==> src/rtl/fetch_ctrl.sv <==
// rtl/fetch_ctrl.sv - single-outstanding instruction fetch sequencer with delay-slot redirect and flush
module fetch_ctrl #(
    parameter logic [31:0] RESET_PC = 32'h0000_0000
) (
    input  logic        clk,
    input  logic        reset,
    output logic        ireq_valid,
    output logic [31:0] ireq_addr,
    input  logic        ireq_addr_ok,
    input  logic        iresp_data_ok,
    input  logic [31:0] iresp_data,
    input  logic        redirect_valid,
    input  logic [31:0] redirect_pc,
    input  logic        flush_valid,
    input  logic [31:0] flush_pc,
    output logic        out_valid,
    input  logic        out_ready,
    output logic [31:0] out_instr,
    output logic [31:0] out_pc,
    output logic        out_adel
);

    typedef enum logic [2:0] {
        S_IDLE,
        S_REQ,
        S_WAIT,
        S_HOLD,
        S_DROP
    } state_e;

    state_e      state_q, state_d;
    logic [31:0] pc_q, pc_d;
    logic [31:0] req_addr_q, req_addr_d;
    logic        pending_q, pending_d;
    logic [31:0] target_q, target_d;
    logic        drop_flag_q, drop_flag_d;
    logic [31:0] out_instr_q, out_instr_d;
    logic        out_adel_q, out_adel_d;

    logic        handshake;
    logic        fetch_new;

    // State register; reset abandons any bus transaction in progress
    always_ff @(posedge clk or posedge reset) begin
        if (reset) begin
            state_q     <= S_IDLE;
            pc_q        <= RESET_PC;
            req_addr_q  <= RESET_PC;
            pending_q   <= 1'b0;
            target_q    <= 32'h0;
            drop_flag_q <= 1'b0;
            out_instr_q <= 32'h0;
            out_adel_q  <= 1'b0;
        end else begin
            state_q     <= state_d;
            pc_q        <= pc_d;
            req_addr_q  <= req_addr_d;
            pending_q   <= pending_d;
            target_q    <= target_d;
            drop_flag_q <= drop_flag_d;
            out_instr_q <= out_instr_d;
            out_adel_q  <= out_adel_d;
        end
    end

    // Next-state: normal sequencing, then flush override, then start of a new fetch at pc_d
    always_comb begin
        state_d     = state_q;
        pc_d        = pc_q;
        req_addr_d  = req_addr_q;
        pending_d   = pending_q;
        target_d    = target_q;
        drop_flag_d = drop_flag_q;
        out_instr_d = out_instr_q;
        out_adel_d  = out_adel_q;
        fetch_new   = 1'b0;
        handshake   = (state_q == S_HOLD) && out_ready;

        // A later redirect simply overwrites an earlier unapplied target
        if (redirect_valid) begin
            pending_d = 1'b1;
            target_d  = redirect_pc;
        end

        case (state_q)
            S_IDLE: fetch_new = 1'b1;
            S_REQ: begin
                if (ireq_addr_ok) begin
                    state_d     = drop_flag_q ? S_DROP : S_WAIT;
                    drop_flag_d = 1'b0;
                end
            end
            S_WAIT: begin
                if (iresp_data_ok) begin
                    out_instr_d = iresp_data;
                    out_adel_d  = 1'b0;
                    state_d     = S_HOLD;
                end
            end
            S_HOLD: begin
                if (handshake) begin
                    fetch_new = 1'b1;
                    pending_d = 1'b0;
                    // Redirect arriving with the delay-slot handshake takes effect directly
                    if (redirect_valid) begin
                        pc_d = redirect_pc;
                    end else if (pending_q) begin
                        pc_d = target_q;
                    end else begin
                        pc_d = pc_q + 32'd4;
                    end
                end
            end
            S_DROP: fetch_new = iresp_data_ok;
            default: state_d = S_IDLE;
        endcase

        if (flush_valid) begin
            pc_d      = flush_pc;
            pending_d = 1'b0;
            case (state_q)
                S_IDLE, S_HOLD: fetch_new = 1'b1;
                S_REQ: begin
                    // The request already on the bus cannot be withdrawn; its response is discarded
                    fetch_new = 1'b0;
                    if (ireq_addr_ok) begin
                        state_d     = S_DROP;
                        drop_flag_d = 1'b0;
                    end else begin
                        state_d     = S_REQ;
                        drop_flag_d = 1'b1;
                    end
                end
                S_WAIT: begin
                    if (iresp_data_ok) begin
                        fetch_new = 1'b1;
                    end else begin
                        state_d = S_DROP;
                    end
                end
                default: ;
            endcase
        end

        // Misaligned PCs never reach the bus; they are presented directly as address errors
        if (fetch_new) begin
            if (pc_d[1:0] != 2'b00) begin
                state_d     = S_HOLD;
                out_adel_d  = 1'b1;
                out_instr_d = 32'h0;
            end else begin
                state_d    = S_REQ;
                req_addr_d = pc_d;
                out_adel_d = 1'b0;
            end
        end
    end

    assign ireq_valid = (state_q == S_REQ);
    assign ireq_addr  = req_addr_q;
    assign out_valid  = (state_q == S_HOLD);
    assign out_instr  = out_instr_q;
    assign out_pc     = pc_q;
    assign out_adel   = out_adel_q;

endmodule

==> config.mk <==
export PLATFORM = sky130hd
export DESIGN_NAME = fetch_ctrl
export DESIGN_NICKNAME = d
export VERILOG_FILES = /design/src/rtl/fetch_ctrl.sv
export SDC_FILE = /design/constraint.sdc
export NUM_CORES = 1
export LEC_CHECK = 0
export ABC_AREA = 1
export BUFFER_PORTS_ARGS = -buffer_cell sky130_fd_sc_hd__buf_4
export CAP_MARGIN = 5
export CORE_ASPECT_RATIO = 0.8
export CORE_UTILIZATION = 47
export DETAILED_ROUTE_END_ITERATION = 16
export PLACE_DENSITY_LB_ADDON = 0.3
export SLEW_MARGIN = 0
export SYNTH_ARGS = -nofsm -noshare
export SYNTH_HDL_FRONTEND = slang
export SYNTH_SLANG_ARGS = --single-unit
==> constraint.sdc <==
create_clock -name clk -period 4 [get_ports clk]
set_input_delay 0.2 -clock clk [delete_from_list [all_inputs] [get_ports clk]]
set_output_delay 0.2 -clock clk [all_outputs]
set_load 0.05 [all_outputs]
# Yosys cells after proc, flatten, opt, wreduce, memory -nomap -nowiden
# Cells that the tools add are included.
[totals]
register_bits = 134
input_bits = 103
out_inout_bits = 99
word_cells = 60
[classes]
addsub = 1
eq_ne = 4
muxes = 37
bitwise_logic = 1
n_reduce_logical = 9
[op_table]
columns = ["op", "count"]
rows = [
  ["$mux 32", 9],
  ["$add 32x3->32 const B", 1],
  ["$mux 3", 7],
  ["$mux 1", 16],
  ["$pmux 3 s3", 1],
  ["$eq 3x2->1 const B", 2],
  ["$pmux 1 s3", 2],
  ["$pmux 3 s2", 1],
  ["$reduce_bool 2->1", 3],
  ["$reduce_and 2->1", 2],
  ["$eq 3x1->1 const B", 1],
  ["$eq 3x3->1 const B", 1],
  ["$logic_not 3->1", 1],
  ["$reduce_or 3->1", 1],
  ["$mux 2", 1],
  ["$reduce_or 2->1", 1],
  ["$logic_and 1x1->1", 1],
  ["$not 1->1", 1],
]

# Logic depth before layout (Yosys ltp)
[logic_depth]
depth_word = 9
depth_mapped = 14
mapped_depth_nobuf = 14

# Least setup slack after synthesis
# Ideal clock, no wire load.
[synth_path]
path_type = "register to register"
startpoint = "register state_q[2]"
endpoint = "register req_addr_q[10], in the netlist ireq_addr[10]"
setup_time_ns = 0.118
arrival_time_ns = 2.021
required_ns = 3.882
setup_slack_ns = 1.862
stages_incl_launch_ff = 13
path_buffers = 1
synth_period_minus_slack_ns = 2.138
cell_sequence = "dfrtp_1 > inv_2 > nand2_2 > nor2_2 > nand2_1 > nor2_1 > nand3_1 > nand3_1 > and2_2 > nand3_4 > buf_2 > nand2_1 > nand2_1"
[synth_via]
elab_chain_len = 8
word_cells_on_any_way = 18
cone_classes = "eq/ne: 4; mux: 8; bitwise: 1; reduce/logical: 5"
[synth_rtl]
columns = ["element", "line", "text"]
rows = [
  ["start: declaration", "31", "state_e state_q, state_d;"],
  ["start signal: assignment", "55", "state_q <= state_d;"],
  ["$eq 3x2->1 (*)", "-", ""],
  ["named net out_valid", "16", "output logic out_valid,"],
  ["$logic_and 1x1->1", "77", "handshake = (state_q == S_HOLD) && out_ready;"],
  ["$mux 1 or $mux 32 (tied branches)", "101", "if (handshake) begin"],
  ["$pmux 1 s3 or $mux 32 (tied branches)", "85", "case (state_q)"],
  ["$mux 1 or $mux 32 (tied branches)", "135, 118", ""],
  ["$pmux 1 s3 or $reduce_bool 2->1 (tied branches)", "121, 147", ""],
  ["$mux 1 or $not 1->1 (tied branches)", "-", ""],
  ["$reduce_and 2->1 (no line)", "-", ""],
  ["end signal: assignment", "57", "req_addr_q <= req_addr_d;"],
  ["end: declaration", "33", "logic [31:0] req_addr_q, req_addr_d;"],
]
# The timed path passes the listed nets; every way through them passes the cells marked *.
# A chain may end at the register's enable or synchronous reset.

# Final worst setup path
[layout_path]
startpoint = "register state_q[0]"
endpoint = "register out_instr_q[17], in the netlist out_instr[17]"
[layout_via]
elab_chain_len = 8
word_cells_on_any_way = 19
cone_classes = "eq/ne: 4; mux: 11; reduce/logical: 4"
[layout_rtl]
columns = ["element", "line", "text"]
rows = [
  ["$eq 3x2->1", "77, 85, 121", ""],
  ["$logic_and 1x1->1", "77", ""],
  ["$mux 1 or $mux 32 (tied branches)", "101", ""],
  ["$pmux 1 s3 or $mux 32 (tied branches)", "85", ""],
  ["$mux 1 or $mux 32 (tied branches)", "135, 118", ""],
  ["$pmux 1 s3 or $reduce_bool 2->1 (tied branches)", "121, 147", ""],
  ["$mux 1 or $mux 32 (tied branches)", "118, 147", ""],
  ["$mux 32 (*)", "146", "if (fetch_new) begin"],
  ["named net out_instr_d[17]", "37", "logic [31:0] out_instr_q, out_instr_d;"],
  ["end signal: assignment", "61", "out_instr_q <= out_instr_d;"],
  ["end: declaration", "37", ""],
]
# Marked as above.

==> metrics.cfg <==
[critical_path]
worstReg2RegStart=state_q[0]
cp_slowest_stage_delay_ns=0.69
cp_cell_sequence=inv_1 > nor2_2 > nand2_1 > buf_4 > nor2_1 > nand3_1 > nand3_1 > and2_2 > a21oi_4 > a21oi_1
crit_top_cell=nand3_1
crit_fanout=40
cp.arrival_ns=2.81
slowest_stage=a21oi_4
end_kind=flop
cp_data_required_time_ns=4.26
crit_start=state_q[0]
worstSetupPathType=reg2reg
start_kind=flop

[global_route]
grt_remaining_overflow=0
grt_max_degree=108
grt_pass1_wl_mm=34.1
antenna_found_initial=0
track_usage_pct=29.8
grt_pass1_vias=6502

[routing]
remaining_drc_errors=0
wirelength_mm=21.7
dr.pass1.iters=5
drt_iter0_markers=792
ant_nets=0
vias_per_cell=5.13
via_count=6915
wl_per_cell_um=16.1

[sta]
worstMarginPinSlew_ns=1.06
setup_viol=0
relSlewSlack_pct=29.4
fin_tns_setup_ns=0
hold_viol=0
finalCriticalPeriod_ns=2.55
final_max_slew_viol_count=0
finalCritPeriodShare_pct=63.8
rsz0062_at_grt=false
fmax_mhz=392
skew_ns=0.00739

[logic_synthesis]
muxShareOfSynthArea_pct=0
syn_nets=1064
synth-seq-cells=134
syn_inst=960
yosysWarnings=0
synth_top_family_by_area=simple AND/OR/NAND/NOR gates
synth-compound-area-share_pct=12.9
netlist_area_mm2=0.00692
yosysSeqAreaShare_pct=48.5
synth-simple-area-share_pct=29.8
synth_fa_ha_area_share_pct=0.181
synth_cell_type_count=31
postSynthAreaPerCell_um2=7.21
synth-xor-area-share_pct=0.759

[clock_network]
cts_tree=yes
cts_sinks=134
ctsHtreeMaxLevel=4
cts_setup_buffers=0
clk_latency_ns=0.42
clk_path_buf_depth=2
cts_buffers=17
cts_root_buf=clkbuf_16
clkTransAtPathRegs_ns=0.06

[flow_run]
max_cap_viol_count=0

[placed_design]
place_congestion=0.978
io_buffers=201
hpwl_mm=15.5

[final_layout]
diodes=0
finalNetCount=1256
final_util_pct=64.2
area_growth_pct=33.0
layout-drive-gt1-share_pct=21.7

[worst_hold_path]
hp-start=redirect_pc[30]
hold_class=in2reg

[die]
rows=39
io_pins=202
fp.dieArea_mm2=0.0152
coreArea_mm2=0.0143
die_w_um=138
start_util_pct=48.2
die_h_um=111

[power_and_ir_drop]
ir_drop_v=0.000562
pwr_density_cell_mw_per_mm2=735
leakagePower_nw=4.73

[run_status]
status=finished clean

==> registers in the layout, indices dropped and copies added, names as in the netlist, named ones only <==
register / flops
out_pc: 32
out_adel: 1
ireq_addr: 32
out_instr: 32
target_q: 32
state_q: 3
pending_q: 1
==> power breakdown <==
group / internal [mW] / switching (mW)
sequential: 1.74 / 0.302
clock: 0.985 / 0.626
combinational: 0.872 / 2.25
total: 3.59 / 3.17
==> worst max-delay path, delay by kind of cell, from the launching register on <==
family,cells,cell delay (ns)
compound gates,2,0.81
simple gates,6,0.61
buf+inv,2,0.56
flops,1,0.38
==> cell usage in the layout, fill, tap and decap left out, drive strengths merged, types with 5 or more instances in the layout <==
cell         netlist  final
o21ai             60     60
nand2            397    397
a21oi            105    105
dlygate4sd3        0     11
xor2               5      5
nand3             56     56
inv               87     90
buf               18    207
clkbuf            27     18
dfrtp            134    134
nor2              53     53
==> layout make-up <==
class	instances	area, µm²
inverter	87	332
sequential	134	3350
multi-input combinational	694	3020
tap	184	230
timing repair buffer	218	1660
fill	1242	5140
clock buffer	18	429
clock inverter	13	174
==> per-stage QoR <==
step / instances / total power, mW / area [µm²] / setup WS, ns / hold slack (ns)
after global placement: 1306 / 5.09 / 8490 / 1.47 / 0.390
after detailed placement: 1306 / 5.12 / 8490 / 1.40 / 0.396
final: 1348 / 6.77 / 9210 / 1.45 / 0.00843
after floorplan: 960 / 4.16 / 6920 / 0.217 / 0.317
after CTS: 1348 / 6.75 / 9210 / 1.48 / 0.00373
after global routing: 1348 / 7.09 / 9210 / 1.23 / 0.0178
==> cell usage after synthesis (all sizes together) <==
library cell / number / area share [%]
clkbuf: 27 / 1.5
a31oi: 1 / 0.090
nor2: 53 / 2.9
o21ai: 60 / 4.6
nor3: 1 / 0.24
o22ai: 1 / 0.090
xnor2: 1 / 0.13
nand3: 56 / 4.2
or2: 3 / 0.27
and2: 4 / 0.38
nand2: 397 / 22
buf: 18 / 1.6
inv: 87 / 4.8
o21bai: 1 / 0.11
xor2: 5 / 0.63
nand4: 2 / 0.18
a21oi: 105 / 7.8
ha: 1 / 0.18
dfrtp: 134 / 48
o211ai: 3 / 0.33
==> path summary, 6_finish.rpt <==
path | end | slack [ns] | cells past startpoint
worst max register to register | out_instr[17] | 1.45 | 10
worst min register to register | ireq_addr[1] | 0.48 | 2
max in group asynchronous | target_q[24] | 2.51 | 4
worst max-delay path | out_instr[17] | 1.45 | 10
min in group asynchronous | ireq_addr[1] | 0.47 | 3
worst min-delay path | target_q[30] | 0.008 | 3
==> metal layers <==
metal	track usage (%)	share of wire, %	vias up	wire length [µm]
li1	-	-	3409	-
met4	11.4	2.4	0	526
met2	40.3	41	323	9000
met1	45.1	47	3148	10200
met5	0	0	-	0
met3	7.90	9.2	35	2010
==> logic make-up (layout without fill, tap and decap cells) <==
| family | Yosys count | count (layout) |
|---|---|---|
| XOR/XNOR | 6 | 6 |
| buffers and inverters | 132 | 336 |
| AO/OA/AOI/OAI | 171 | 171 |
| flip-flops | 134 | 134 |
| adder cells (fa/ha/maj) | 1 | 1 |
| AND/OR/NAND/NOR | 516 | 516 |
==> timing repair <==
| action | in CTS | in global routing |
|---|---|---|
| hold buffers | 11 | 0 |
| resized for setup | 0 | 0 |
| hold endpoints to repair | 70 | 0 |
No activity file was read; power rests on OpenSTA's default activity.
